<file path="src/rtl/addsub_sequencer_pkg.sv">
// Shared encodings for the add/sub sequencer: expression selects, FSM states
// and the last-step index of each expression.
package addsub_sequencer_pkg;

  localparam int unsigned W = 16;

  typedef enum logic [1:0] {
    OP_ADD    = 2'b00,
    OP_BSUBA  = 2'b01,
    OP_BSUB2A = 2'b10,
    OP_BSUB3A = 2'b11
  } op_e;

  typedef enum logic {
    IDLE = 1'b0,
    CALC = 1'b1
  } state_e;

  localparam logic [1:0] LAST_STEP_ADD    = 2'd0;
  localparam logic [1:0] LAST_STEP_BSUBA  = 2'd0;
  localparam logic [1:0] LAST_STEP_BSUB2A = 2'd1;
  localparam logic [1:0] LAST_STEP_BSUB3A = 2'd2;

  function automatic logic [1:0] last_step(input op_e op);
    case (op)
      OP_ADD:    last_step = LAST_STEP_ADD;
      OP_BSUBA:  last_step = LAST_STEP_BSUBA;
      OP_BSUB2A: last_step = LAST_STEP_BSUB2A;
      default:   last_step = LAST_STEP_BSUB3A;
    endcase
  endfunction

endpackage

</file>
<file path="src/rtl/add_subt_16bits.sv">
// 16-bit adder/subtractor: x=0 gives op0+op1, x=1 gives op0+~op1+1.
// On subtraction cout=1 means no borrow.
module add_subt_16bits (
  input  logic [15:0] op0,
  input  logic [15:0] op1,
  input  logic        x,
  output logic [15:0] o,
  output logic        cout
);

  logic [15:0] op1_eff;

  assign op1_eff   = x ? ~op1 : op1;
  assign {cout, o} = {1'b0, op0} + {1'b0, op1_eff} + {16'd0, x};

endmodule

</file>
<file path="src/rtl/addsub_sequencer.sv">
// Evaluates a+b, b-a, b-2a or b-3a over 1..3 cycles on one shared adder,
// under a start/busy/done handshake.
module addsub_sequencer
  import addsub_sequencer_pkg::*;
(
  input  logic         clk,
  input  logic         rst,
  input  logic         start,
  input  logic [1:0]   op,
  input  logic [W-1:0] a,
  input  logic [W-1:0] b,
  output logic         busy,
  output logic         done,
  output logic [W-1:0] o,
  output logic         cout
);

  // Handshake: start is sampled only while busy=0; busy stays high from the
  // accepting edge until the final step's edge, where done pulses for one cycle.
  state_e      state_q;
  op_e         rop_q;
  logic [W-1:0] ra_q, rb_q, t_q, o_q;
  logic [1:0]  step_q;
  logic        cacc_q, cout_q, busy_q, done_q;

  logic [W-1:0] add_op0, add_op1, add_o;
  logic         add_x, add_cout;

  // Operand steering for the shared adder; step0 of the 2a/3a forms doubles a into t.
  always_comb begin
    add_op0 = rb_q;
    add_op1 = ra_q;
    add_x   = 1'b0;
    case (rop_q)
      OP_ADD:   ;
      OP_BSUBA: add_x = 1'b1;
      OP_BSUB2A: begin
        if (step_q == 2'd0) begin
          add_op0 = ra_q;
        end else begin
          add_op1 = t_q;
          add_x   = 1'b1;
        end
      end
      default: begin
        if (step_q == 2'd0) begin
          add_op0 = ra_q;
        end else if (step_q == 2'd1) begin
          add_op0 = t_q;
        end else begin
          add_op1 = t_q;
          add_x   = 1'b1;
        end
      end
    endcase
  end

  add_subt_16bits u_adder (
    .op0  (add_op0),
    .op1  (add_op1),
    .x    (add_x),
    .o    (add_o),
    .cout (add_cout)
  );

  always_ff @(posedge clk) begin
    if (rst) begin
      state_q <= IDLE;
      rop_q   <= OP_ADD;
      ra_q    <= '0;
      rb_q    <= '0;
      t_q     <= '0;
      o_q     <= '0;
      step_q  <= '0;
      cacc_q  <= 1'b0;
      cout_q  <= 1'b0;
      busy_q  <= 1'b0;
      done_q  <= 1'b0;
    end else begin
      done_q <= 1'b0;
      case (state_q)
        IDLE: begin
          if (start) begin
            ra_q    <= a;
            rb_q    <= b;
            rop_q   <= op_e'(op);
            t_q     <= '0;
            step_q  <= '0;
            cacc_q  <= 1'b0;
            busy_q  <= 1'b1;
            state_q <= CALC;
          end
        end
        CALC: begin
          cacc_q <= cacc_q | add_cout;
          if (step_q == last_step(rop_q)) begin
            o_q     <= add_o;
            cout_q  <= cacc_q | add_cout;
            done_q  <= 1'b1;
            busy_q  <= 1'b0;
            state_q <= IDLE;
          end else begin
            t_q    <= add_o;
            step_q <= step_q + 2'd1;
          end
        end
        default: state_q <= IDLE;
      endcase
    end
  end

  assign busy = busy_q;
  assign done = done_q;
  assign o    = o_q;
  assign cout = cout_q;

endmodule

</file>
<file path="config.mk">
export PLATFORM = sky130hd
export DESIGN_NAME = addsub_sequencer
export DESIGN_NICKNAME = d
export VERILOG_FILES = /design/src/rtl/addsub_sequencer_pkg.sv /design/src/rtl/add_subt_16bits.sv /design/src/rtl/addsub_sequencer.sv
export SDC_FILE = /design/constraint.sdc
export NUM_CORES = 1
export LEC_CHECK = 0
export CAP_MARGIN = 20
export CORE_UTILIZATION = 35
export DETAILED_ROUTE_END_ITERATION = 10
export PLACE_DENSITY = 0.54
export SLEW_MARGIN = 20
export SYNTH_ARGS = -nofsm -noshare
export SYNTH_HDL_FRONTEND = slang
export SYNTH_SLANG_ARGS = --single-unit
</file>
<file path="constraint.sdc">
create_clock -name clk -period 10.8 [get_ports clk]
set_input_delay 1.62 -clock clk [delete_from_list [all_inputs] [get_ports clk]]
set_output_delay 1.62 -clock clk [all_outputs]
set_load 0.03 [all_outputs]
</file>
==> impl_metrics.env, run 1 <==
export IMPL_status="finished, final reports clean"
export IMPL_fin_area_mm2=0.00557
export IMPL_seqPwrFrac=0.352
export IMPL_worstPathMaxFanout=26
export IMPL_postCtsHoldBufs=0
export IMPL_worst_pin_slew_ps=1060
export IMPL_clkPwrFrac=0.424
export IMPL_min_period_ps=4810
export IMPL_h_tree_depth=3
export IMPL_hpwl_um=8640
export IMPL_grt_pass1_wl_um=20200
export IMPL_die_area_mm2=0.0135
export IMPL_yosys_area_top_type="dfxtp_1"
export IMPL_num_vias=4264
export IMPL_clk_pin_slew_ps=60
export IMPL_drv_cap=0
export IMPL_grt_setup_unrepaired="false"
export IMPL_grt_ovfl_total=0
export IMPL_place_congestion=0.877
export IMPL_first_pass_iters=4
export IMPL_viasPerCell=5.30
export IMPL_post_route_period_util=0.446
export IMPL_final_layout_size_suffix_gt1_frac=0.0728
export IMPL_p_leak_nw=2.16
export IMPL_slew_headroom=0.291
export IMPL_antenna_found_initial=0
export IMPL_fin_tns_setup_ps=0
export IMPL_grt_pass1_vias=3894
export IMPL_crit_slowest_cell="ha_1"
export IMPL_cp_required_ps=11040
export IMPL_postSynth_asyncResetShare=0
export IMPL_final_hold_violation_count=0
export IMPL_post_cts_buffers=0
export IMPL_syn_num_nets=657
export IMPL_endpoint_kind="register"
export IMPL_cts_repair_resized=0
export IMPL_numCtsBuffers=9
export IMPL_path_cells="inv_1 -> ha_1 -> and2_1 -> or3_1 -> mux2i_1 -> xnor2_1 -> inv_1 -> fa_1 -> nor2b_1 -> o21ai_0 -> a21oi_1 -> nor2_1 -> or4b_1 -> a311oi_1"
export IMPL_slew_viol_final=0
export IMPL_wire_per_inst_um=15.3
export IMPL_critPathMostFrequentCell="inv_1"
export IMPL_ys_seq_elements=73
export IMPL_placed_area_mm2=0.00520
export IMPL_switchingPower_uw=242
export IMPL_worstSetupPathType="register to register"
export IMPL_synth_top_area_share=0.319
export IMPL_drt_iter0_markers=347
export IMPL_fin_nets=683
export IMPL_synth_commonest_cells="nand2_1, a21oi_1, dfxtp_1, nor2_1, clkbuf_1"
export IMPL_syn_area_mm2=0.00458
export IMPL_grt_max_degree=71
export IMPL_insertion_delay_ps=340
export IMPL_internal_power_uw=606
export IMPL_coreArea_mm2=0.0127
export IMPL_combPwrFrac=0.224
export IMPL_finClkSkew_ps=9.02
export IMPL_start_kind="register"
export IMPL_syn2layout_area_growth_pct=21.7
export IMPL_max_clock_freq_mhz=208
export IMPL_synth_cell_types=63
export IMPL_wirelength_um=12300
export IMPL_die_y_um=116
export IMPL_die_w_um=116
export IMPL_clockBufferDepth=2
export IMPL_rows=41
export IMPL_netlist_instances=601
export IMPL_cts_tree="yes"
export IMPL_ys_warn_count=0
export IMPL_antenna_left=0
export IMPL_numPortBuffers=55
export IMPL_cts_root_buf="clkbuf_16"
export IMPL_swShare=0.285
export IMPL_globalRouteTotalUtil=0.193
export IMPL_synth_most_common_cell="nand2_1"
export IMPL_setup_viol=0
export IMPL_drc=0
export IMPL_min_path_type="register to register"
export IMPL_powerDensity_mw_per_mm2=152
export IMPL_synth_edf_count=0
export IMPL_ios=56
export IMPL_avgSynthCellArea_um2=7.62
export IMPL_slowest_delay_ps=870
export IMPL_peakVddDrop_v=0.0000597
export IMPL_start_util=0.361
export IMPL_synthTopCellsByArea="dfxtp_1, a21oi_1, nand2_1"
export IMPL_diodes=0
export IMPL_ys_flop_type="dfxtp_1"
export IMPL_cts_sinks=73
export IMPL_ys_seq_area_frac=0.319
export IMPL_crit_arrival_ps=5060
export IMPL_reg2reg_slack_ps=5990
[routing by layer]
metal | up-vias | GRT usage | part of all wire
li1 | 2188 | - | -
met1 | 1948 | 0.283 | 0.53
met2 | 118 | 0.282 | 0.41
met3 | 10 | 0.0358 | 0.053
met4 | 0 | 0.0581 | 0.0080
met5 | - | 0 | 0
[layout make-up]
class,count,area [µm²]
well taps,172,215
clock buffers,12,267
inverters,15,56.3
multi-input cells,469,2900
fillers,1334,7100
repair buffers,59,576
flip-flops and latches,73,1460
clock inverters,4,97.6
[kinds of logic after synthesis]
family                     synth area share
AOI/OAI and AO/OA                     0.241
xor gates and xnor gates             0.0478
adders and majority gates            0.0536
buffers and inverters                0.0500
DFF                                   0.319
muxes                                0.0672
and+or+nand+nor                       0.221
[layout by cell type (no fill, tap or decap), types with 2 or more instances in the layout]
| cell | synthesis | final |
|---|---|---|
| a211o_1 | 2 | 2 |
| a211oi_1 | 6 | 6 |
| a21o_1 | 7 | 7 |
| a21oi_1 | 81 | 81 |
| a22oi_1 | 2 | 2 |
| a31oi_1 | 9 | 9 |
| and2_1 | 3 | 3 |
| and4_1 | 2 | 2 |
| buf_4 | 1 | 4 |
| bufinv_16 | 0 | 3 |
| clkbuf_16 | 0 | 9 |
| clkbuf_8 | 0 | 3 |
| clkdlybuf4s50_1 | 0 | 54 |
| dfxtp_1 | 73 | 73 |
| ha_1 | 18 | 18 |
| inv_1 | 14 | 14 |
| mux2_2 | 6 | 6 |
| mux2i_1 | 24 | 24 |
| nand2_1 | 99 | 99 |
| nand2b_1 | 8 | 7 |
| nand3_1 | 17 | 17 |
| nand4_1 | 12 | 12 |
| nor2_1 | 45 | 45 |
| nor2b_1 | 9 | 8 |
| nor3_1 | 5 | 5 |
| o211ai_1 | 3 | 3 |
| o21a_1 | 5 | 5 |
| o21ai_0 | 29 | 29 |
| o21ai_1 | 2 | 2 |
| o22ai_1 | 7 | 7 |
| o311ai_0 | 4 | 4 |
| o31ai_1 | 4 | 4 |
| o31ai_2 | 2 | 2 |
| o32ai_1 | 2 | 2 |
| or2_2 | 3 | 3 |
| or4_1 | 3 | 3 |
| xnor2_1 | 21 | 21 |
| xor2_1 | 4 | 4 |
[sequential cells by signal, indices dropped and copies added (netlist names)]
register and count:
cout 1, t_q 16, done 1, ra_q 16
cacc_q 1, step_q 2, rb_q 16, rop_q 2
busy 1, o 16, state_q 1
[power groups by stage]
| stage | sequential [mW] | combinational [mW] | clock (mW) |
|---|---|---|---|
| after floorplan | 0.310 | 0.123 | 0 |
| after global routing | 0.301 | 0.210 | 0.379 |
| after CTS | 0.298 | 0.189 | 0.368 |
| after detailed placement | 0.304 | 0.188 | 0 |
| final | 0.299 | 0.190 | 0.360 |
| after global placement | 0.304 | 0.185 | 0 |
[stage by stage]
step	hold slack [ps]	setup slack (ps)	util	std cells	total power, mW
CTS	456	5930	0.439	804	0.856
global route	482	5650	0.440	804	0.889
finish	450	5990	0.440	804	0.849
floorplan	436	7030	-	601	0.433
global placement	444	6140	0.411	788	0.489
detailed placement	448	5950	0.411	788	0.492
[critical path, delay by kind of cell (launching register included)]
family,cells,cell delay [ps]
adders and majority gates,2,1300
AOI/OAI and AO/OA,3,690
and+or+nand+nor,5,1670
xor gates and xnor gates,1,180
DFF,1,350
buffers and inverters,2,210
muxes,1,320
[final timing paths]
check	start	to	cells after the start
max	step_q[1]	t_q[14]	14
min	o[10]	o[10]	2
min reg2reg	o[10]	o[10]	2
max reg2reg	step_q[1]	t_q[14]	14
No activity file was read; power rests on OpenSTA's default activity.
==> run 2: changes to the inputs <==
- PLACE_DENSITY: 0.54 -> 0.56
- clock period: 10.8 -> 4.3 ns (I/O delays scaled with it)
==> run 2 against run 1 <==
Net effect:
- flip-flop and latch count is the same
- via count grew 1.9%
- cell area grew 0.67%
- highest routed layer unchanged
- count of clock-buffer cells in the layout is the same
- largest cell class unchanged
- setup slack lost 5600 ps
- critical endpoint unchanged
==> impl_metrics.env, run 2 (same netlist as run 1, synthesis figures left out) <==
export IMPL_status="finished, final reports clean"
export IMPL_worstPathMaxFanout=10
export IMPL_viasPerCell=5.37
export IMPL_power_total_mw=2.14
export IMPL_antenna_found_initial=0
export IMPL_h_tree_depth=3
export IMPL_rows=41
export IMPL_fin_nets=688
export IMPL_die_w_um=116
export IMPL_hpwl_um=8930
export IMPL_cts_repair_resized=0
export IMPL_setup_viol=0
export IMPL_grt_pass1_vias=4017
export IMPL_start_util=0.361
export IMPL_swShare=0.289
export IMPL_clk_pin_slew_ps=60
export IMPL_numCtsBuffers=9
export IMPL_endpoint_kind="register"
export IMPL_fin_tns_setup_ps=0
export IMPL_combPwrFrac=0.226
export IMPL_final_cell_mix="nand2_1, a21oi_1, dfxtp_1, clkdlybuf4s50_1, nor2_1"
export IMPL_placed_area_mm2=0.00524
export IMPL_cts_sinks=73
export IMPL_coreArea_mm2=0.0127
export IMPL_powerDensity_mw_per_mm2=382
export IMPL_antenna_left=0
export IMPL_diodes=0
export IMPL_internal_power_mw=1.53
export IMPL_numPortBuffers=55
export IMPL_first_pass_iters=4
export IMPL_clkPwrFrac=0.425
export IMPL_final_hold_violation_count=0
export IMPL_die_y_um=116
export IMPL_insertion_delay_ps=350
export IMPL_grt_pass1_wl_um=20700
export IMPL_drc=0
export IMPL_postCtsHoldBufs=0
export IMPL_reg2reg_slack_ps=390
export IMPL_min_period_ps=3910
export IMPL_worst_pin_slew_ps=793
export IMPL_cp_required_ps=4550
export IMPL_critPathMostFrequentCell="ha_1"
export IMPL_post_route_period_util=0.910
export IMPL_seqPwrFrac=0.348
export IMPL_cts_tree="yes"
export IMPL_die_area_mm2=0.0135
export IMPL_grt_setup_unrepaired="false"
export IMPL_drt_iter0_markers=324
export IMPL_grt_ovfl_total=0
export IMPL_globalRouteTotalUtil=0.198
export IMPL_min_path_type="register to register"
export IMPL_drv_cap=0
export IMPL_syn2layout_area_growth_pct=22.5
export IMPL_wirelength_um=12600
export IMPL_fin_area_mm2=0.00561
export IMPL_final_layout_size_suffix_gt1_frac=0.0801
export IMPL_slew_headroom=0.470
export IMPL_num_fill_cells=1274
export IMPL_cts_root_buf="clkbuf_16"
export IMPL_worstSetupPathType="register to register"
export IMPL_layout_commonest_cell="nand2_1"
export IMPL_fin_util=0.443
export IMPL_peakVddDrop_v=0.000163
export IMPL_max_clock_freq_mhz=256
export IMPL_crit_arrival_ps=4170
export IMPL_crit_slowest_cell="or4b_1"
export IMPL_num_vias=4344
export IMPL_switchingPower_uw=619
export IMPL_finClkSkew_ps=5.24
export IMPL_path_cells="inv_1 -> ha_1 -> and2_1 -> or3_1 -> buf_4 -> mux2i_1 -> xnor2_1 -> ha_1 -> and4_1 -> o221ai_1 -> a21oi_1 -> nor2_1 -> or4b_1 -> a311oi_1"
export IMPL_wire_per_inst_um=15.6
export IMPL_grt_max_degree=53
export IMPL_slowest_delay_ps=530
export IMPL_p_leak_nw=2.19
export IMPL_slew_viol_final=0
export IMPL_clockBufferDepth=2
export IMPL_post_cts_buffers=0
export IMPL_ios=56
export IMPL_start_kind="register"
export IMPL_place_congestion=0.912
[run 2: cell types whose count changed in the layout (fill, tap and decap cells not counted), sizes merged]
cell,delta
buf,+5
[run 2: area by class of cell]
| type | count | area (µm²) | share of cell area |
|---|---|---|---|
| multi-input combinational | 469 | 2900 | 0.517 |
| sequential | 73 | 1460 | 0.261 |
| timing repair buffer | 64 | 613 | 0.109 |
| clock buffer | 12 | 267 | 0.0475 |
| tap | 172 | 215 | 0.0384 |
| clock inverter | 4 | 97.6 | 0.0174 |
| inverter | 15 | 56.3 | 0.0100 |
[run 2: path summary, 6_finish.rpt]
| check | startpoint | endpoint | depth (start not counted) |
|---|---|---|---|
| hold / removal | o[10] | o[10] | 2 |
| setup reg to reg | step_q[1] | t_q[14] | 14 |
| hold reg to reg | o[10] | o[10] | 2 |
| setup / recovery | step_q[1] | t_q[14] | 14 |
[run 2: critical path: cells and delay by family (launching register included)]
family / cells / cell delay [ps]
and+or+nand+nor: 5 / 1550
DFF: 1 / 390
adders and majority gates: 2 / 620
muxes: 1 / 190
xor gates and xnor gates: 1 / 90
AOI/OAI and AO/OA: 3 / 630
buffers and inverters: 2 / 360
[run 2: through the flow]
step | worst slack, ps | cells | hold slack, ps
after floorplan | 530 | 601 | 436
after global placement | 567 | 793 | 446
after detailed placement | 423 | 793 | 450
after CTS | 413 | 809 | 458
after global routing | 35.1 | 809 | 471
final | 386 | 809 | 455
[run 2: power by group through the flow]
| stage | Sequential [mW] | Combinational, mW | Clock [mW] |
|---|---|---|---|
| 3_3_place_gp | 0.760 | 0.472 | 0 |
| 6_report | 0.747 | 0.485 | 0.912 |
| 3_5_place_dp | 0.761 | 0.479 | 0 |
| 4_1_cts | 0.747 | 0.482 | 0.923 |
| 2_1_floorplan | 0.779 | 0.309 | 0 |
| 5_1_grt | 0.752 | 0.533 | 0.955 |
[run 2: per-layer routing]
layer  track usage  vias to the layer above  part of all wire
met4        0.0880                        0             0.020
met3        0.0239                       15             0.060
met1         0.287                     1986              0.50
met5             0                        -                 0
met2         0.293                      152              0.42
li1              -                     2191                 -
